--- config.mk ---
export PLATFORM = sky130hd
export DESIGN_NAME = serial_pattern_tx
export DESIGN_NICKNAME = d
export VERILOG_FILES = /design/src/rtl/serial_pattern_tx.sv
export SDC_FILE = /design/constraint.sdc
export NUM_CORES = 1
export LEC_CHECK = 0
export CORE_MARGIN = 2
export CORE_UTILIZATION = 40
export CTS_CLUSTER_SIZE = 24
export DETAILED_ROUTE_END_ITERATION = 8
export PLACE_DENSITY_LB_ADDON = 0.12
export SYNTH_ARGS = -nofsm -noshare
export SYNTH_HDL_FRONTEND = slang
export SYNTH_SLANG_ARGS = --single-unit
--- constraint.sdc ---
create_clock -name clock -period 2 [get_ports clock]
set_input_delay 0.5 -clock clock [delete_from_list [all_inputs] [get_ports clock]]
set_output_delay 0.5 -clock clock [all_outputs]
set_load 0.03 [all_outputs]
--- src/rtl/serial_pattern_tx.sv ---
// rtl/serial_pattern_tx.sv - MSB-first serial pattern transmitter with repeat count and abort
module serial_pattern_tx #(
  parameter int WIDTH = 8,
  parameter int LEN_W = 4,
  parameter int REP_W = 4
) (
  input  logic             clock,
  input  logic             reset,
  input  logic             load,
  input  logic [WIDTH-1:0] data_in,
  input  logic [LEN_W-1:0] len_in,
  input  logic [REP_W-1:0] rep_in,
  input  logic             abort,
  output logic             ready,
  output logic             x_out,
  output logic             x_valid,
  output logic             done
);

  typedef enum logic [1:0] {
    IDLE = 2'd0,
    SEND = 2'd1,
    DONE = 2'd2
  } state_t;

  localparam logic [LEN_W-1:0] WIDTH_L = LEN_W'(WIDTH);
  localparam logic [LEN_W-1:0] ONE_L   = LEN_W'(1);
  localparam logic [REP_W-1:0] ONE_R   = REP_W'(1);

  state_t           state_q, state_d;
  logic [WIDTH-1:0] pat_q, pat_d;
  logic [WIDTH-1:0] shift_q, shift_d;
  logic [LEN_W-1:0] len_q, len_d;
  logic [LEN_W-1:0] idx_q, idx_d;
  logic [REP_W-1:0] rep_q, rep_d;
  logic             x_out_q, x_out_d;
  logic             x_valid_q, x_valid_d;
  logic             done_q, done_d;

  logic [LEN_W-1:0] len_eff;
  logic [WIDTH-1:0] aligned;

  // Left-align the active field so the next bit to send is always the MSB.
  always_comb begin
    len_eff = ((len_in == '0) || (len_in > WIDTH_L)) ? WIDTH_L : len_in;
    aligned = data_in << (WIDTH_L - len_eff);
  end

  always_comb begin
    state_d   = state_q;
    pat_d     = pat_q;
    shift_d   = shift_q;
    len_d     = len_q;
    idx_d     = idx_q;
    rep_d     = rep_q;
    x_out_d   = 1'b0;
    x_valid_d = 1'b0;
    done_d    = 1'b0;

    case (state_q)
      IDLE: begin
        if (load && !abort) begin
          pat_d     = aligned;
          shift_d   = aligned << 1;
          len_d     = len_eff;
          idx_d     = len_eff - ONE_L;
          rep_d     = rep_in;
          x_out_d   = aligned[WIDTH-1];
          x_valid_d = 1'b1;
          state_d   = SEND;
        end
      end
      SEND: begin
        if (abort) begin
          shift_d = '0;
          idx_d   = '0;
          rep_d   = '0;
          state_d = IDLE;
        end else if (idx_q == '0) begin
          if (rep_q != '0) begin
            rep_d     = rep_q - ONE_R;
            idx_d     = len_q - ONE_L;
            shift_d   = pat_q << 1;
            x_out_d   = pat_q[WIDTH-1];
            x_valid_d = 1'b1;
          end else begin
            done_d  = 1'b1;
            state_d = DONE;
          end
        end else begin
          idx_d     = idx_q - ONE_L;
          shift_d   = shift_q << 1;
          x_out_d   = shift_q[WIDTH-1];
          x_valid_d = 1'b1;
        end
      end
      DONE: begin
        state_d = IDLE;
      end
      default: begin
        state_d = IDLE;
      end
    endcase
  end

  always_ff @(posedge clock or negedge reset) begin
    if (!reset) begin
      state_q   <= IDLE;
      pat_q     <= '0;
      shift_q   <= '0;
      len_q     <= '0;
      idx_q     <= '0;
      rep_q     <= '0;
      x_out_q   <= 1'b0;
      x_valid_q <= 1'b0;
      done_q    <= 1'b0;
    end else begin
      state_q   <= state_d;
      pat_q     <= pat_d;
      shift_q   <= shift_d;
      len_q     <= len_d;
      idx_q     <= idx_d;
      rep_q     <= rep_d;
      x_out_q   <= x_out_d;
      x_valid_q <= x_valid_d;
      done_q    <= done_d;
    end
  end

  assign ready   = (state_q == IDLE);
  assign x_out   = x_out_q;
  assign x_valid = x_valid_q;
  assign done    = done_q;

endmodule
==> results.cfg <==
[finish]
final_util_pct = 55.8
finalNonFillerCells = 327
multiInputGateArea_um2 = 1120
most-common-layout-cells = dfrtp_1, buf_4, nand2_1
antenna_cells = 0
n_fill_cell = 433
area_delta_synth_final_pct = 35.3
ff_latch_area_um2 = 801
drive_gt1_share_pct = 25.8
layout.nets = 284

[clock_network]
htreeDepth = 2
cts-root-buf = clkbuf_8
cts.path.max_buffers = 2
worstSkewPairLatency_ns = 0.29
ctsHoldBuffers = 0
cts_tree = built
numClockSinks = 32
cts_made_buffers = 5
path_clk_slew_ns = 0.07

[worst_setup_path]
critPathMaxFanout = 8
cp-start-kind = input pin
required_ns = 2.16
rrSetupSlack_ns = 0.18
critPathKind = in2reg
crit_slowest_cell = mux4_2
crit_arrival_ns = 2.05
r2r-start = idx_q[3]$_DFFE_PN0P_
critPathMaxStageDelay_ns = 0.35
crit_chain = clkdlybuf4s15_1 > nor2b_4 > inv_4 > ha_4 > buf_4 > xnor2_4 > mux4_2 > mux2i_2 > o22ai_1
crit_path_end = x_out$_DFF_PN0_
rr_endpoint = idx_q[2]$_DFFE_PN0P_
end_kind = flip-flop
crit_start = len_in[0]
rr_worst_depth = 8

[pwr]
vdd_drop_max_uv = 267
p_leak_nw = 1.13
power.density_nw_per_um2 = 846
total_power_mw = 2.23

[drt]
drt_first_pass_iters = 4
drt_iter0_markers = 100
remaining_drc_errors = 0
viasPerCell = 5.41
wirelength_um = 5100
antenna_left = 0
vias = 1770
wl_per_cell_um = 15.6

[global_routing]
grt_use_total_pct = 21.3
antenna_found_initial = 0
grt_pass1_vias = 1732
grt.overflow.total = 0
grt_pass1_wl_um = 8600
grt_max_degree = 33

[timing]
tns_ns = 0
fin_hold_ws_ns = 0.481
timing.final.crit_share_pct = 94.4
relSlewSlack_pct = 71.8
fmax_mhz = 529
drv_slew = 0
hold_violations = 0
skew_ns = 0.00467
post-route-min-period_ns = 1.89
tightest_slew_ns = 0.422
finalSetupViolCount = 0
rsz0062_at_grt = false

[yosys]
yosysWarnings = 0
yosysUniqueCellTypes = 56
syn_avg_cell_area_um2 = 9.54
yosysSeqAreaShare_pct = 41.1
synth_top_area_share_pct = 41.1
synthArstFlopShare_pct = 100
synth_edf_count = 0
synth.cell_area_um2 = 1950
synth_ff_type = dfrtp_1
synth_top_cells_by_area = dfrtp_1, nand2_1, nor2_1
synth_seq_cells = 32
syn-num-nets = 228
synth_top_area_cell = dfrtp_1
syn_inst = 204

[floorplan]
die_x_um = 73.8
die-height_um = 73.8
dieArea_um2 = 5440
core_area_um2 = 4720
initial_core_util_pct = 41.2
rows = 25
io_pins = 24

[job]
maxCapViolCount = 0

[status]
status = complete, no violations

[placement]
dp_hpwl_um = 3900
place_inst = 317
port_buffers = 23
gp_congestion = 0.795

[hold_path]
hold_path_class = reg2reg
-- flip-flops by register name, indices dropped and copies added, names as in the netlist --
register	cells
pat_q	8
shift_q	7
idx_q	4
len_q	4
rep_q	4
state_q	2
done	1
x_out	1
x_valid	1
-- what timing repair did --
item                                    CTS  global route
endpoints found under the setup margin   16             4
resized for setup                         7             3
endpoints found under the hold margin     0             0
setup buffers                             3             0
pin swaps                                 5             5
-- cell families after synthesis --
family | after synthesis | synth area share, %
multiplexers | 9 | 6.88
buffers and inverters | 16 | 3.79
AND/OR/NAND/NOR | 70 | 18.3
adder cells (fa/ha/maj) | 4 | 2.57
XOR/XNOR | 4 | 2.76
AO/OA/AOI/OAI | 69 | 24.6
flip-flops | 32 | 41.1
-- critical path: cells and delay by family --
kind / cells / cell delay (ns)
compound gates: 1 / 0.11
fa+ha+maj: 1 / 0.19
buf+inv: 3 / 0.39
mux: 2 / 0.55
xor+xnor: 1 / 0.15
simple gates: 1 / 0.17
-- routing by layer --
| layer | vias to the layer above | track usage (%) | wire length [um] |
|---|---|---|---|
| met5 | - | 0 | 0 |
| met4 | 0 | 7.88 | 93 |
| met3 | 8 | 4.12 | 198 |
| met2 | 47 | 35.6 | 2530 |
| met1 | 846 | 27.3 | 2280 |
| li1 | 869 | - | - |
-- how the worst min path moves through the flow --
stage                                      end  slack [ns]  depth (start not counted)                 start
after floorplan                 done$_DFF_PN0_        0.20                          0                 reset
after global placement    pat_q[1]$_DFFE_PN0P_        0.47                          2  pat_q[1]$_DFFE_PN0P_
after detailed placement  pat_q[1]$_DFFE_PN0P_        0.47                          2  pat_q[1]$_DFFE_PN0P_
after CTS                 pat_q[1]$_DFFE_PN0P_        0.49                          2  pat_q[1]$_DFFE_PN0P_
after global routing      pat_q[0]$_DFFE_PN0P_        0.50                          2  pat_q[0]$_DFFE_PN0P_
final                     pat_q[1]$_DFFE_PN0P_        0.48                          2  pat_q[1]$_DFFE_PN0P_
-- metrics by stage --
step           setup slack [ns]  instance area, um^2
6_report                  0.111                 2640
2_1_floorplan           -0.0267                 2000
3_3_place_gp             -0.423                 2500
5_1_grt                  0.0121                 2640
4_1_cts                  0.0200                 2640
3_5_place_dp             -0.504                 2500
-- power breakdown --
part / leakage, nW / switching [mW] / internal, mW
clock network: 0.0503 / 0.230 / 0.306
logic: 0.679 / 0.403 / 0.375
registers: 0.403 / 0.122 / 0.792
-- cells in the mapped netlist, drive strengths merged (2+ instances only) --
cell type,number
a21oi,11
nand2,23
a211oi,2
inv,8
nand2b,6
nor2b,2
o22ai,2
buf,6
dfrtp,32
mux4,3
clkbuf,2
nand3,2
mux2i,4
mux2,2
xor2,3
a31oi,6
nor4,2
o32ai,2
a21o,2
a22oi,2
or4,2
o21ai,25
a32oi,2
nor3,4
ha,4
nor2,22
nor4b,2
o221ai,5
a221oi,2
-- cell type report --
class	count	share of cell area [%]
inverters	8	1.23
clock buffers	7	3.66
flip-flops and latches	32	30.4
multi-input cells	156	42.5
well taps	67	3.18
repair buffers	57	19.0
No activity file was read; power rests on OpenSTA's default activity.
